<file path="src/rtl/wb_pkg.sv">
// wb_pkg: shared types and constants for the writeback-stage controller.
//   wb_sel_e        : writeback mux select encodings
//   wb_state_e      : controller FSM states
//   RD_W            : register-file address width
//   wb_sel_legalize : maps reserved select encodings onto the ALU path
package wb_pkg;

    localparam int unsigned RD_W = 5;

    typedef enum logic [2:0] {
        WB_ALU    = 3'b000,
        WB_LOAD   = 3'b001,
        WB_IMM    = 3'b010,
        WB_IADDER = 3'b011,
        WB_PC4    = 3'b101
    } wb_sel_e;

    typedef enum logic {
        IDLE     = 1'b0,
        MEM_WAIT = 1'b1
    } wb_state_e;

    // Reserved encodings (100, 110, 111) fall back to the ALU result.
    function automatic logic [2:0] wb_sel_legalize(input logic [2:0] sel);
        logic [2:0] legal;
        case (sel)
            3'b100, 3'b110, 3'b111: legal = WB_ALU;
            default:                legal = sel;
        endcase
        return legal;
    endfunction

endpackage

</file>
<file path="src/rtl/wb_ctrl.sv">
// wb_ctrl: writeback-stage controller for the RV32I pipeline.
// Registers writeback select / destination / write strobe for retiring
// instructions and sequences the data-memory handshake for loads and stores.
// Ports:
//   clk_in, rst_in            : clock, synchronous active-high reset
//   instr_valid_in            : retiring instruction presented
//   wb_mux_sel_in, rf_wr_en_in, rd_addr_in : decoded writeback controls
//   mem_load_in, mem_store_in : memory op type (mutually exclusive)
//   flush_in                  : kill presented / in-flight instruction
//   dmem_ack_in               : data memory completes the request
//   dmem_req_o, dmem_we_o     : data memory request and store flag
//   stall_o                   : combinational upstream hold
//   wb_mux_sel_reg_o, rf_wr_en_o, rd_addr_o : registered writeback controls
//   bus_err_o                 : one-cycle pulse on request timeout
module wb_ctrl
    import wb_pkg::*;
#(
    parameter int unsigned TIMEOUT_CYCLES = 15
) (
    input  logic            clk_in,
    input  logic            rst_in,
    input  logic            instr_valid_in,
    input  logic [2:0]      wb_mux_sel_in,
    input  logic            rf_wr_en_in,
    input  logic [RD_W-1:0] rd_addr_in,
    input  logic            mem_load_in,
    input  logic            mem_store_in,
    input  logic            flush_in,
    input  logic            dmem_ack_in,
    output logic            dmem_req_o,
    output logic            dmem_we_o,
    output logic            stall_o,
    output logic [2:0]      wb_mux_sel_reg_o,
    output logic            rf_wr_en_o,
    output logic [RD_W-1:0] rd_addr_o,
    output logic            bus_err_o
);

    localparam int unsigned      CNT_W    = $clog2(TIMEOUT_CYCLES);
    localparam logic [CNT_W-1:0] CNT_LAST = CNT_W'(TIMEOUT_CYCLES - 1);

    wb_state_e       state_q, state_d;
    logic [CNT_W-1:0] cnt_q, cnt_d;
    logic            req_q, req_d;
    logic            we_q, we_d;
    logic            wr_q, wr_d;
    logic            err_q, err_d;
    logic [2:0]      sel_q, sel_d;
    logic [RD_W-1:0] rd_q, rd_d;
    logic [RD_W-1:0] rd_cap_q, rd_cap_d;

    logic is_mem;
    logic tmo_hit;

    assign is_mem  = mem_load_in | mem_store_in;
    assign tmo_hit = (cnt_q == CNT_LAST);

    // State register
    always_ff @(posedge clk_in) begin
        if (rst_in) begin
            state_q <= IDLE;
        end else begin
            state_q <= state_d;
        end
    end

    // Next-state logic; flush beats ack, ack beats timeout
    always_comb begin
        state_d = state_q;
        case (state_q)
            IDLE: begin
                if (instr_valid_in && !flush_in && is_mem) begin
                    state_d = MEM_WAIT;
                end
            end
            MEM_WAIT: begin
                if (flush_in || dmem_ack_in || tmo_hit) begin
                    state_d = IDLE;
                end
            end
            default: state_d = IDLE;
        endcase
    end

    // Output / datapath next values and combinational stall
    always_comb begin
        stall_o  = 1'b0;
        cnt_d    = cnt_q;
        req_d    = req_q;
        we_d     = we_q;
        wr_d     = 1'b0;
        err_d    = 1'b0;
        sel_d    = sel_q;
        rd_d     = rd_q;
        rd_cap_d = rd_cap_q;
        case (state_q)
            IDLE: begin
                req_d = 1'b0;
                we_d  = 1'b0;
                if (instr_valid_in && !flush_in) begin
                    if (is_mem) begin
                        stall_o  = 1'b1;
                        req_d    = 1'b1;
                        we_d     = mem_store_in;
                        rd_cap_d = rd_addr_in;
                        cnt_d    = '0;
                    end else begin
                        wr_d  = rf_wr_en_in && (rd_addr_in != '0);
                        rd_d  = rd_addr_in;
                        sel_d = wb_sel_legalize(wb_mux_sel_in);
                    end
                end
            end
            MEM_WAIT: begin
                cnt_d = cnt_q + 1'b1;
                if (flush_in) begin
                    req_d = 1'b0;
                    we_d  = 1'b0;
                end else if (dmem_ack_in) begin
                    req_d = 1'b0;
                    we_d  = 1'b0;
                    // we_q doubles as the captured store flag
                    if (!we_q) begin
                        wr_d  = (rd_cap_q != '0);
                        rd_d  = rd_cap_q;
                        sel_d = WB_LOAD;
                    end
                end else if (tmo_hit) begin
                    req_d = 1'b0;
                    we_d  = 1'b0;
                    err_d = 1'b1;
                end else begin
                    stall_o = 1'b1;
                end
            end
            default: ;
        endcase
    end

    always_ff @(posedge clk_in) begin
        if (rst_in) begin
            cnt_q    <= '0;
            req_q    <= 1'b0;
            we_q     <= 1'b0;
            wr_q     <= 1'b0;
            err_q    <= 1'b0;
            sel_q    <= WB_ALU;
            rd_q     <= '0;
            rd_cap_q <= '0;
        end else begin
            cnt_q    <= cnt_d;
            req_q    <= req_d;
            we_q     <= we_d;
            wr_q     <= wr_d;
            err_q    <= err_d;
            sel_q    <= sel_d;
            rd_q     <= rd_d;
            rd_cap_q <= rd_cap_d;
        end
    end

    assign dmem_req_o       = req_q;
    assign dmem_we_o        = we_q;
    assign rf_wr_en_o       = wr_q;
    assign bus_err_o        = err_q;
    assign wb_mux_sel_reg_o = sel_q;
    assign rd_addr_o        = rd_q;

endmodule

</file>
<file path="config.mk">
export PLATFORM = sky130hd
export DESIGN_NAME = wb_ctrl
export DESIGN_NICKNAME = d
export VERILOG_FILES = /design/src/rtl/wb_pkg.sv /design/src/rtl/wb_ctrl.sv
export SDC_FILE = /design/constraint.sdc
export NUM_CORES = 1
export LEC_CHECK = 0
export CORE_ASPECT_RATIO = 1.1
export CORE_MARGIN = 2
export CORE_UTILIZATION = 30
export CTS_CLUSTER_DIAMETER = 40
export DETAILED_ROUTE_END_ITERATION = 8
export SLEW_MARGIN = 20
export SYNTH_ARGS = -nofsm -noshare
export SYNTH_HDL_FRONTEND = slang
export SYNTH_SLANG_ARGS = --single-unit
</file>
<file path="constraint.sdc">
create_clock -name clk_in -period 2.5 [get_ports clk_in]
set_clock_uncertainty 0.05 [all_clocks]
set_input_delay 0.5 -clock clk_in [delete_from_list [all_inputs] [get_ports clk_in]]
set_output_delay 0.5 -clock clk_in [all_outputs]
set_load 0.05 [all_outputs]
</file>
* After elaboration in Yosys (flattened, before gate mapping)
Index checks and enable logic that the tools add are counted.
** Storage, ports and cells
- Flip-flop bits (word level) :: 22
- Bits of input ports :: 16
- Output and inout port bits :: 13
- Logic and storage cells :: 75
** Cells by class
- $add $sub $neg :: 1
- Eq/ne operators :: 11
- Muxes and demuxes :: 39
- Bitwise gates (word level) :: 2
- Reductions and logical operators :: 13
** Operator list (number)
- $mux W5 :: 5
- $mux W1 :: 18
- $mux W3 :: 6
- $ne A2 B2 Y1 const B :: 6
- $pmux W1 S2 :: 5
- $pmux W5 S2 :: 1
- $reduce_bool A5 Y1 :: 2
- $eq A3 B3 Y1 const B :: 3
- $mux W4 :: 2
- $pmux W4 S2 :: 1
- $pmux W3 S2 :: 1
- $reduce_and A5 Y1 :: 1
- $add A4 B1 Y4 const B :: 1
- $eq A4 B4 Y1 const B :: 1
- $ne A4 B3 Y1 const B :: 1
- $reduce_or A4 Y1 :: 1
- $logic_and A1 B1 Y1 :: 3
- $reduce_and A3 Y1 :: 1
- $reduce_or A3 Y1 :: 1
- $logic_or A1 B1 Y1 :: 2
- $reduce_and A2 Y1 :: 1
- $logic_not A1 Y1 :: 1
- $not A1 Y1 :: 1
- $or A1 B1 Y1 :: 1

* Longest topological paths before layout
Gate-level depths: netlist (run 1).
- Depth after elaboration :: 6
- Depth in mapped cells :: 5

* Worst setup path after synthesis (run 1)
No wires, ideal clock.
- Path kind :: input-to-output
- Start :: input port flush_in
- End :: output port stall_o
- Arrival time :: 1492 ps
- Required time :: 1950 ps
- Slack :: 458 ps
- Cell stages on the path :: 4
- Path buffers :: 1
- Path through :: nor3b_2 > buf_2 > nand2_1 > nand2_1
** On the way
- Longest elaborated chain between the ends :: 4
- Elaborated cells between the ends (all ways) :: 5
- Those cells by class :: 3 x mux; 2 x reduce/logical
** Ends and longest elaborated chain
- start: declaration :: RTL line wb_ctrl.sv:28 : input logic flush_in,
- $logic_not A1 Y1 :: RTL line wb_ctrl.sv:100 : if (instr_valid_in && !flush_in) begin
- $logic_and A1 B1 Y1 :: RTL line wb_ctrl.sv:100
- $mux W1 :: RTL line wb_ctrl.sv:100
- $pmux W1 S2 * :: RTL line wb_ctrl.sv:96 : case (state_q)
- end: declaration :: RTL line wb_ctrl.sv:32 : output logic stall_o,
Every way passes the cells marked *; elsewhere a longest branch is shown, timed or not.

* Worst setup path after layout (run 1)
Ends and elaborated chain as after synthesis.

==> results_dict.tcl, run 1 <==
set metrics [dict create \
    synthMuxAreaShare_pct 4.91 \
    rsz0062_at_grt "no" \
    numCtsBuffers 3 \
    grt_max_degree 23 \
    fmax_mhz 459 \
    yosys.area_share.adder_pct 2.45 \
    drt-initial-drc-count 20 \
    wl_per_cell_um 14.1 \
    synth_top_family_by_area "compound AO/OA/AOI/OAI gates" \
    io_buffers 28 \
    gp_congestion 0.811 \
    required_ns 1.95 \
    io_pins 29 \
    via_count 974 \
    max_cap_violations 0 \
    clock_latency_ns 0.30 \
    finalSetupTns_ns 0 \
    antenna_found_initial 0 \
    critPathArrivalTime_ns 1.63 \
    synth-edff-count 0 \
    dp_hpwl_mm 1.92 \
    synth-simple-area-share_pct 21.2 \
    vias_per_cell 5.35 \
    hp-class "register to register" \
    ys_ff_latch 22 \
    grt_pass1_wl_mm 4.31 \
    synth_top_cell_by_area "dfxtp_1" \
    dieArea_sq_mm 0.00388 \
    synth-main-ff-cell "dfxtp_1" \
    status "complete, no violations" \
    cts-root-buf "clkbuf_4" \
    maxSlewHeadroom_pct 66.0 \
    ys_seq_area_share_pct 43.2 \
    leakagePower_nw 0.480 \
    whs_ns 0.432 \
    gr-total-overflow 0 \
    cts_tree "done" \
    drive_gt1_share_pct 11.6 \
    final_core_util_pct 43.0 \
    critical_path.max_fanout 6 \
    drtAntennaViolNets 0 \
    core_area_sq_mm 0.00330 \
    critPathLaunchType "primary input" \
    die_x_um 59.6 \
    synth_compound_area_share_pct 24.0 \
    drv_slew 0 \
    peakVddDrop_v 0.000190 \
    htreeDepth 1 \
    tightest_slew_ns 0.509 \
    worstSetupPathType "primary input to output port" \
    synth_area_sq_mm 0.00102 \
    total_power_mw 0.701 \
    wirelength_mm 2.57 \
    synthArstFlopShare_pct 0 \
    hold_viol_final 0 \
    yosysMostFrequentCell "dfxtp_1" \
    rr_worst_depth 5 \
    yosysWarnings 0 \
    start_util_pct 30.9 \
    synth_xor_area_share_pct 0.859 \
    drc 0 \
    synth_top_cell_area_share_pct 43.2 \
    synthTopCellsByArea "dfxtp_1 43%, a211oi_1 9.6%, a21oi_1 5.9%" \
    cts_sinks 22 \
    p_per_area_mw_per_mm2 493 \
    first_pass_iters 4 \
    grtUsageTotal_pct 14.2 \
    synth_common_cells "22 x dfxtp_1, 13 x a211oi_1, 12 x a21oi_1" \
    fin_crit_ns 2.18 \
    cts_setup_buffers 0 \
    syn_nets 131 \
    area_growth_pct 39.4 \
    setup_viol 0 \
    grt_pass1_vias 955 \
    synth.avg_cell_area_sq_um 9.02 \
    diodes 0 \
    num_rows 22 \
    synth_cell_types 29 \
    ctsHoldBuffers 0 \
    syn_inst 113 \
    chipHeight_um 65.1 \
    cp-end-kind "output port" \
    nNetsFinal 165 \
    cts_resized 0 \
    path_clk_slew_ns 0.12 \
    clockBufferDepth 2 \
    finalCritPeriodShare_pct 87.1 \
    min_path_cells 2 \
]
[layout make-up]
| class | count | area [sq um] |
|---|---|---|
| multi-input cells | 83 | 546 |
| inverters | 1 | 3.75 |
| well taps | 36 | 45.0 |
| flip-flops and latches | 22 | 440 |
| fillers | 340 | 1880 |
| repair buffers | 36 | 350 |
| clock buffers | 4 | 36.3 |
[placed cells by master (no fill, tap or decap), types with 3 or more instances in the layout]
cell,count
o21ai_0,10
clkdlybuf4s50_1,27
o211ai_1,3
a211oi_1,13
a21oi_1,12
nor2b_1,3
buf_4,8
nand2_1,6
nand3_1,7
dfxtp_1,22
clkbuf_4,3
mux2i_1,5
[critical path, stage by stage]
cell and delay, ns:
clkdlybuf4s50_1 0.48, nor3b_1 0.27, nand2_1 0.11, nand2_1 0.13, buf_12 0.14
[flip-flops by register name, indices dropped and copies added (netlist names)]
signal,count
dmem_we_o,1
rd_addr_o,5
bus_err_o,1
dmem_req_o,1
rd_cap_q,5
rf_wr_en_o,1
wb_mux_sel_reg_o,3
cnt_q,4
state_q,1
[routing by layer]
layer	vias up	wire length [um]	GRT usage, %	share of wire [%]
met5	-	0	0	0
met4	0	33	5.83	1.3
met3	2	60	1.57	2.3
met2	14	1280	23.9	50
met1	464	1190	18.0	46
li1	494	-	-	-
[metrics by stage]
step | setup WS (ns) | area, sq um | instances
after floorplan | 0.458 | 1020 | 113
after global placement | 0.334 | 1390 | 178
after detailed placement | 0.321 | 1390 | 178
after CTS | 0.320 | 1420 | 182
after global routing | 0.184 | 1420 | 182
final | 0.322 | 1420 | 182
[cells by family (layout without fill, tap and decap cells)]
group | count (synthesis) | in the layout
xor gates and xnor gates | 1 | 1
muxes | 5 | 5
DFF | 22 | 22
AOI/OAI and AO/OA | 40 | 40
buffers and inverters | 8 | 41
and+or+nand+nor | 35 | 35
adders and majority gates | 2 | 2
[path summary, 6_finish.rpt]
path	start	to	slack [ns]
hold / removal	dmem_req_o	dmem_req_o	0.43
setup / recovery	flush_in	stall_o	0.32
hold reg to reg	dmem_req_o	dmem_req_o	0.43
setup reg to reg	state_q	wb_mux_sel_reg_o[0]	0.86
[where the power goes]
part           internal [mW]  switching [mW]
registers              0.362         0.00708
clock network         0.0888           0.107
logic                 0.0620          0.0751
total                  0.513           0.189
Note: power is estimated with default switching activity, not from simulation.
==> run 2: changes to the inputs <==
==> constraint.sdc (replaced) <==
create_clock -name clk_in -period 1.9 [get_ports clk_in]
set_clock_uncertainty 0.05 [all_clocks]
set_input_delay 0.38 -clock clk_in [delete_from_list [all_inputs] [get_ports clk_in]]
set_output_delay 0.38 -clock clk_in [all_outputs]
set_load 0.05 [all_outputs]
==> run 2 against run 1 <==
  * Flip-flop and latch count did not move
  * Combinational power grew 38%
  * Design area is 4.8% higher
  * Via count is 1.3% higher
  * Register-to-register slack worse by 0.43 ns
  * Die area stayed put
  * Largest cell class unchanged
  * Hold slack gained 0.0029 ns
  * Routed wire length rose by 3.5%
  * Highest routed layer unchanged
  * Critical path type unchanged
  * Non-clock buffer count rose by 6
  * Worst setup slack worse by 0.26 ns
==> results_dict.tcl, run 2 (synthesis gave the netlist of run 1 again) <==
set metrics [dict create \
    gp_congestion 0.832 \
    dp_hpwl_mm 2.03 \
    wirelength_mm 2.66 \
    chipHeight_um 65.1 \
    p_per_area_mw_per_mm2 699 \
    start_util_pct 30.9 \
    dieArea_sq_mm 0.00388 \
    path_clk_slew_ns 0.12 \
    wl_per_cell_um 14.1 \
    drtAntennaViolNets 0 \
    critical_path.max_fanout 3 \
    clock_latency_ns 0.32 \
    diodes 0 \
    design_area_sq_mm 0.00149 \
    fin_crit_ns 1.84 \
    crit_top_cell "nand2_2" \
    peakVddDrop_v 0.000333 \
    critPathArrivalTime_ns 1.41 \
    hp-class "register to register" \
    numCtsBuffers 3 \
    htreeDepth 1 \
    multi_input_area_sq_um 572 \
    status "complete, no violations" \
    clockBufferDepth 2 \
    core_area_sq_mm 0.00330 \
    max_cap_violations 0 \
    io_pins 29 \
    postPlaceCellArea_sq_mm 0.00140 \
    final_core_util_pct 45.1 \
    vias_per_cell 5.25 \
    antenna_found_initial 0 \
    finalSetupTns_ns 0 \
    area_growth_pct 46.0 \
    cts_tree "done" \
    rr_worst_depth 4 \
    num-fill-cells 329 \
    tightest_slew_ns 0.498 \
    worstSetupPathType "primary input to output port" \
    final_cell_mix "25 x buf_4, 20 x dfxtp_1, 14 x clkdlybuf4s50_1" \
    first_pass_iters 4 \
    grt_pass1_wl_mm 4.22 \
    critical_path.top_delay_family "buffers and inverters" \
    setup_viol 0 \
    grt_max_degree 23 \
    leakagePower_nw 0.568 \
    seqCellArea_sq_um 443 \
    cp_num_cells 5 \
    grtUsageTotal_pct 14.4 \
    finalCritPeriodShare_pct 96.7 \
    critPathSlowestCell "clkdlybuf4s50_1" \
    cts_sinks 22 \
    drive_gt1_share_pct 27.0 \
    hold_viol_final 0 \
    crit_path_max_incr_delay_ns 0.50 \
    io_buffers 28 \
    worst-path-buf-inv 2 \
    drv_slew 0 \
    maxSlewHeadroom_pct 66.7 \
    drt-initial-drc-count 12 \
    cts-root-buf "clkbuf_4" \
    min_path_cells 2 \
    grt_pass1_vias 967 \
    layout_commonest_cell "buf_4" \
    cp-end-kind "output port" \
    fmax_mhz 544 \
    gr-total-overflow 0 \
    required_ns 1.47 \
    drc 0 \
    rrSetupSlack_ns 0.43 \
    path_cells "clkdlybuf4s50_1, nor3b_4, nand2_2, nand2_2, buf_12" \
    num_rows 22 \
    critPathLaunchType "primary input" \
    via_count 987 \
    nNetsFinal 171 \
    die_x_um 59.6 \
]
==> run 2: changes by cell type in the layout (fill, tap and decap cells not counted), sizes merged <==
cell	delta
clkbuf	-1
bufinv	+1
clkdlybuf4s50	-13
buf	+17
dlymetal6s2s	+2
==> run 2: worst min-delay path, delay by kind of cell (launching register included) <==
family,cells,cell delay [ns]
flip-flops,1,0.33
AND/OR/NAND/NOR,1,0.06
AO/OA/AOI/OAI,1,0.06
==> run 2: path summary, 6_finish.rpt <==
kind	from	to
hold / removal	dmem_req_o	dmem_req_o
setup / recovery	instr_valid_in	stall_o
setup reg to reg	state_q	rd_addr_o[3]
hold reg to reg	dmem_req_o	dmem_req_o
==> run 2: layout make-up <==
type | count | share of cell area [%]
clock buffers | 3 | 1.51
repair buffers | 42 | 25.0
inverters | 1 | 0.252
clock inverters | 1 | 2.02
well taps | 36 | 3.03
flip-flops and latches | 22 | 29.7
multi-input cells | 83 | 38.4
==> run 2: stage by stage <==
stage	cells	hold slack [ns]	power [mW]	setup slack (ns)
after CTS	188	0.438	1.05	0.00587
final	188	0.435	1.04	0.0621
after global routing	188	0.455	1.09	-0.00900
after floorplan	113	0.406	0.590	0.0983
after global placement	184	0.413	0.679	-0.0564
after detailed placement	184	0.420	0.682	-0.0657
==> run 2: power by group <==
| group | switching [mW] | internal [mW] |
|---|---|---|
| logic | 0.101 | 0.0880 |
| registers | 0.0104 | 0.476 |
| clock network | 0.152 | 0.213 |
| total | 0.264 | 0.778 |
==> run 2: repair_timing <==
action	CTS	global route
resized for setup	4	7
buffers inserted	0	0
pin swaps	0	1
cloned	0	0
endpoints found under the setup margin	1	2
hold buffers	0	0
==> run 2: metal layers <==
metal,vias up,global-route usage [%],wire length [um]
met4,0,8.33,26
li1,508,-,-
met3,2,1.38,68
met5,-,0,0
met1,461,17.3,1220
met2,16,24.3,1340
